File: config.mk
export PLATFORM = sky130hd
export DESIGN_NAME = mem_copy_dma
export DESIGN_NICKNAME = d
export VERILOG_FILES = /design/src/rtl/mem_copy_dma.sv
export SDC_FILE = /design/constraint.sdc
export NUM_CORES = 1
export LEC_CHECK = 0
export BUFFER_PORTS_ARGS = -buffer_cell sky130_fd_sc_hd__buf_2
export CAP_MARGIN = 5
export CORE_ASPECT_RATIO = 0.9
export CORE_UTILIZATION = 50
export CTS_CLUSTER_DIAMETER = 80
export DETAILED_ROUTE_END_ITERATION = 8
export PLACE_DENSITY = 0.75
export SYNTH_ARGS = -nofsm -noshare
export SYNTH_HDL_FRONTEND = slang
export SYNTH_SLANG_ARGS = --single-unit
File: constraint.sdc
create_clock -name clk -period 2.6 [get_ports clk]
set_input_delay 0.26 -clock clk [delete_from_list [all_inputs] [get_ports clk]]
set_output_delay 0.26 -clock clk [all_outputs]
set_load 0.05 [all_outputs]
File: src/rtl/mem_copy_dma.sv
// Word-granular block copy engine. It owns the data-memory port while busy and
// moves one word per READ/WRITE cycle pair, in ascending address order.
module mem_copy_dma #(
  parameter int unsigned CNT_W = 7
) (
  input  logic             clk,
  input  logic             reset,
  input  logic             start,
  input  logic [31:0]      src_addr,
  input  logic [31:0]      dst_addr,
  input  logic [CNT_W-1:0] word_count,
  output logic             busy,
  output logic             done,
  output logic             error,
  output logic [31:0]      mem_address,
  output logic [31:0]      mem_wd,
  output logic             mem_we,
  input  logic [31:0]      mem_rd
);

  localparam int unsigned AW = 32;
  localparam int unsigned DW = 32;
  localparam logic [AW-1:0] WORD_BYTES = AW'(4);

  typedef enum logic [2:0] {
    S_IDLE,
    S_READ,
    S_WRITE,
    S_DONE,
    S_ERR
  } state_t;

  state_t           state_q, state_d;
  logic [AW-1:0]    src_q, src_d;
  logic [AW-1:0]    dst_q, dst_d;
  logic [CNT_W-1:0] rem_q, rem_d;
  logic [DW-1:0]    buf_q, buf_d;
  logic             busy_q, busy_d;
  logic             done_q, done_d;
  logic             error_q, error_d;
  logic [AW-1:0]    mem_address_q, mem_address_d;
  logic [DW-1:0]    mem_wd_q, mem_wd_d;
  logic             mem_we_q, mem_we_d;

  // Next state and transfer bookkeeping.
  always_comb begin
    state_d = state_q;
    src_d   = src_q;
    dst_d   = dst_q;
    rem_d   = rem_q;
    buf_d   = buf_q;

    unique case (state_q)
      S_IDLE: begin
        if (start) begin
          src_d = src_addr;
          dst_d = dst_addr;
          rem_d = word_count;
          if ((src_addr[1:0] != 2'b00) || (dst_addr[1:0] != 2'b00)) begin
            state_d = S_ERR;
          end else if (word_count == CNT_W'(0)) begin
            state_d = S_DONE;
          end else begin
            state_d = S_READ;
          end
        end
      end
      S_READ: begin
        buf_d   = mem_rd;
        state_d = S_WRITE;
      end
      S_WRITE: begin
        src_d = src_q + WORD_BYTES;
        dst_d = dst_q + WORD_BYTES;
        if (rem_q != CNT_W'(0)) begin
          rem_d = rem_q - CNT_W'(1);
        end
        state_d = (rem_q <= CNT_W'(1)) ? S_DONE : S_READ;
      end
      S_DONE:  state_d = S_IDLE;
      S_ERR:   state_d = S_IDLE;
      default: state_d = S_IDLE;
    endcase
  end

  // Outputs are decoded from the upcoming state so they leave a flop each cycle.
  always_comb begin
    busy_d        = (state_d != S_IDLE);
    done_d        = (state_d == S_DONE);
    error_d       = (state_d == S_ERR);
    mem_we_d      = (state_d == S_WRITE);
    mem_address_d = AW'(0);
    mem_wd_d      = DW'(0);
    if (state_d == S_READ) begin
      mem_address_d = src_d;
    end else if (state_d == S_WRITE) begin
      mem_address_d = dst_d;
      mem_wd_d      = buf_d;
    end
  end

  always_ff @(posedge clk or negedge reset) begin
    if (!reset) begin
      state_q       <= S_IDLE;
      src_q         <= AW'(0);
      dst_q         <= AW'(0);
      rem_q         <= CNT_W'(0);
      buf_q         <= DW'(0);
      busy_q        <= 1'b0;
      done_q        <= 1'b0;
      error_q       <= 1'b0;
      mem_address_q <= AW'(0);
      mem_wd_q      <= DW'(0);
      mem_we_q      <= 1'b0;
    end else begin
      state_q       <= state_d;
      src_q         <= src_d;
      dst_q         <= dst_d;
      rem_q         <= rem_d;
      buf_q         <= buf_d;
      busy_q        <= busy_d;
      done_q        <= done_d;
      error_q       <= error_d;
      mem_address_q <= mem_address_d;
      mem_wd_q      <= mem_wd_d;
      mem_we_q      <= mem_we_d;
    end
  end

  assign busy        = busy_q;
  assign done        = done_q;
  assign error       = error_q;
  assign mem_address = mem_address_q;
  assign mem_wd      = mem_wd_q;
  assign mem_we      = mem_we_q;

endmodule

==> metrics.yaml <==
final_layout:
  count_of_antenna_diodes_in_the_layout: 0
  num-nets-final: 1132
  final_layout_size_suffix_gt1_share_pct: 24.4
  final_core_util_pct: 62.9
  n_fill_cell: 1261
  sequential_cell_area_mm2: 0.00356
  layout-area-overhead-vs-synth_pct: 20.9
  finalNonFillerCells: 1232
  final_common_cell: "sky130_fd_sc_hd__buf_2"
  most-common-layout-cells: "sky130_fd_sc_hd__buf_2, sky130_fd_sc_hd__dfrtp_1, sky130_fd_sc_hd__nor2_1, sky130_fd_sc_hd__a21oi_1, sky130_fd_sc_hd__nand2_1"
  multiInputGateArea_mm2: 0.00385
sta:
  fmax_mhz: 422
  slew_headroom_pct: 45.3
  post-route-period-util_pct: 91.2
  rsz_0062_raised_after_global_routing: "no"
  worst_slew_pin_slew_ns: 0.821
  timing.setup.tns_ns: 0
  report.final.setup_viol: 0
  final.min_clock_period_ns: 2.37
  hold_violations: 0
  final.setup_skew_ns: 0.00979
  final-max-slew-violation-count: 0
run:
  max_cap_viol_count: 0
route:
  num_vias: 7613
  drt_first_pass_iters: 6
  route.antenna.remaining_nets: 0
  route.detailed.vias_per_inst: 6.18
  drt_iter0_drc: 710
  postRouteWirelength_mm: 22.6
  detail_route.drc_violations: 0
  post_drt_wl_per_cell_um: 18.4
global_routing:
  grt_use_total_pct: 28.7
  maximum_number_of_pins_on_one_net_before_global_route_repair: 73
  grt_first_pass_wirelength_mm: 35.7
  first_global_vias: 6863
  total_global_routing_overflow: 0
  antenna_found_initial: 1
pwr:
  post-layout-total-power_uw: 7010
  sequential_cell_fraction_of_total_power_pct: 42.6
  switchingPower_uw: 2530
  p_per_area_mw_per_mm2: 744
  p_comb_share_pct: 23.2
  power.ir.vdd_worst_mv: 0.637
  p_leak_uw: 0.00448
  p_int_uw: 4480
  power_switching_share_pct: 36.1
  clkPwrFrac_pct: 34.2
placed_design:
  gpl.final_weighted_congestion: 0.886
  place.detailed.instances: 1199
  io_buffers: 173
  dp_hpwl_mm: 14.8
synthesis:
  postSynth.asyncResetShare_pct: 100
  synth_fa_ha_area_share_pct: 0.802
  synth_top_area_cell: "sky130_fd_sc_hd__dfrtp_1"
  synth.distinct_cells: 61
  synth.yosys.warnings: 0
  number_of_flops_mapped_to_enable_cells_by_yosys: 0
  synth_ff_type: "sky130_fd_sc_hd__dfrtp_1"
  synth-xor-area-share_pct: 0
  syn_nets: 999
  largest_family_of_logic_cells_by_synthesized_area: "simple AND/OR/NAND/NOR gates"
  average_size_of_a_mapped_cell_um2: 8.78
  synth_compound_gate_area_share_pct: 21.2
  mappedNetlistArea_mm2: 0.00780
  synth.mux.area_fraction_pct: 2.71
  post-synth-top-area-fraction_pct: 45.6
  area_fraction_in_and_or_nand_and_nor_cells_after_synthesis_pct: 24.5
  synth-seq-area-share_pct: 45.6
  post_synth_main_area_contributors: "sky130_fd_sc_hd__dfrtp_1, sky130_fd_sc_hd__a21oi_1, sky130_fd_sc_hd__nor2_1, sky130_fd_sc_hd__and3_1, sky130_fd_sc_hd__o22ai_1"
  yosys_register_bits: 142
  postSynthCellCount: 888
clocking:
  tritoncts: "done"
  cts.sinks: 142
  cts_inserted_buffers: 17
  worst_setup_hold_path_clk_slew_ns: 0.07
  ctsRootBufferMaster: "sky130_fd_sc_hd__clkbuf_16"
  h_tree_level_count: 4
  cts_buffer_depth: 2
  clkLatencyLatePin_ns: 0.43
  ctsResizeCount: 0
  post_cts_buffers: 0
status:
  status: "finished, final reports clean"
die:
  floorplan.initialDensity_pct: 52.1
  die_height_um: 120
  ios: 174
  die_area_mm2: 0.0161
  die_w_um: 134
  coreArea_mm2: 0.0150
  core.rowCount: 42
hold_path:
  hold_path.class: "in -> reg"
setup_path:
  worstPathMaxFanout: 14
  startpoint_type: "register"
  cp_data_required_time_ns: 2.92
  critical_path_sink_type: "register"
  arrival_time_at_the_worst_endpoint_ns: 2.69
  worst-setup-path-type: "reg -> reg"
routing by layer:
layer	vias up	share of wire, %	wire length [um]	track usage, %
li1	3552	-	-	-
met1	3657	44	9970	40.2
met2	372	46	10300	44.2
met3	30	8.9	2000	6.92
met4	2	1.5	329	8.38
met5	-	0.049	11	0
cells in the mapped netlist (11+ instances only):
cell and count:
sky130_fd_sc_hd__nor2_1 91, sky130_fd_sc_hd__dfrtp_1 142, sky130_fd_sc_hd__nor3_1 39, sky130_fd_sc_hd__a21oi_1 72, sky130_fd_sc_hd__o22ai_1 41, sky130_fd_sc_hd__nand3_1 32, sky130_fd_sc_hd__inv_1 18, sky130_fd_sc_hd__clkbuf_1 55
sky130_fd_sc_hd__nand2_1 67, sky130_fd_sc_hd__nor4_1 24, sky130_fd_sc_hd__nand4_1 11, sky130_fd_sc_hd__o21ai_0 43, sky130_fd_sc_hd__and3_1 47, sky130_fd_sc_hd__buf_2 17, sky130_fd_sc_hd__mux2i_1 20, sky130_fd_sc_hd__a22o_1 27
power by group through the flow:
stage / Combinational, uW / Sequential (uW) / Clock [uW]
CTS: 1610 / 2960 / 2420
detailed placement: 1600 / 3000 / 0
global route: 1790 / 3040 / 2520
finish: 1620 / 2990 / 2400
global placement: 1560 / 2980 / 0
floorplan: 1110 / 2940 / 0
per-stage QoR:
stage	instance area (um^2)	worst slack [ns]	hold slack [ns]
3_3_place_gp	8840	0.340	0.280
6_report	9420	0.229	0.0564
4_1_cts	9420	0.250	0.0491
5_1_grt	9420	0.102	0.0559
2_1_floorplan	7800	0.517	-0.0356
3_5_place_dp	8840	0.255	0.287
worst max-delay path, stage by stage, from the launching register on:
cell and delay (ns):
sky130_fd_sc_hd__dfrtp_1 0.41, sky130_fd_sc_hd__ha_1 0.23, sky130_fd_sc_hd__nand4_1 0.22, sky130_fd_sc_hd__or3_4 0.55
sky130_fd_sc_hd__o311a_1 0.35, sky130_fd_sc_hd__a211o_1 0.29, sky130_fd_sc_hd__a32o_1 0.21
kinds of logic (layout without fill, tap and decap cells):
kind of cell,Yosys count,after routing
buffers and inverters,102,248
AOI/OAI and AO/OA,252,252
DFF,142,142
and+or+nand+nor,366,366
muxes,21,21
adders and majority gates,5,5
registers in the layout (all words and copies together), names as in the netlist:
register	count
mem_address	32
mem_wd	32
done	1
error	1
rem_q	7
state_q	3
mem_we	1
dst_q	32
busy	1
src_q	32
final timing paths:
kind	end	start	slack (ns)	cells after the start
setup reg to reg	mem_address[16]	dst_q[2]	0.23	6
hold reg to reg	src_q[1]	src_q[1]	0.48	2
max in group asynchronous	state_q[0]	reset	1.41	3
setup / recovery	mem_address[16]	dst_q[2]	0.23	6
min in group asynchronous	dst_q[21]	reset	0.38	2
hold / removal	src_q[1]	src_addr[1]	0.06	3
area by class of cell:
type,count,area share (%)
multi-input cells,644,40.8
flip-flops and latches,142,37.7
repair buffers,198,12.0
clock buffers,17,4.51
well taps,198,2.63
clock inverters,15,1.62
inverters,18,0.717
timing repair:
action | 4_1_cts | 5_1_grt
hold buffers | 1 | 0
setup endpoints to repair | 0 | 0
hold endpoints to repair | 58 | 0
Note: power is estimated with default switching activity, not from simulation.
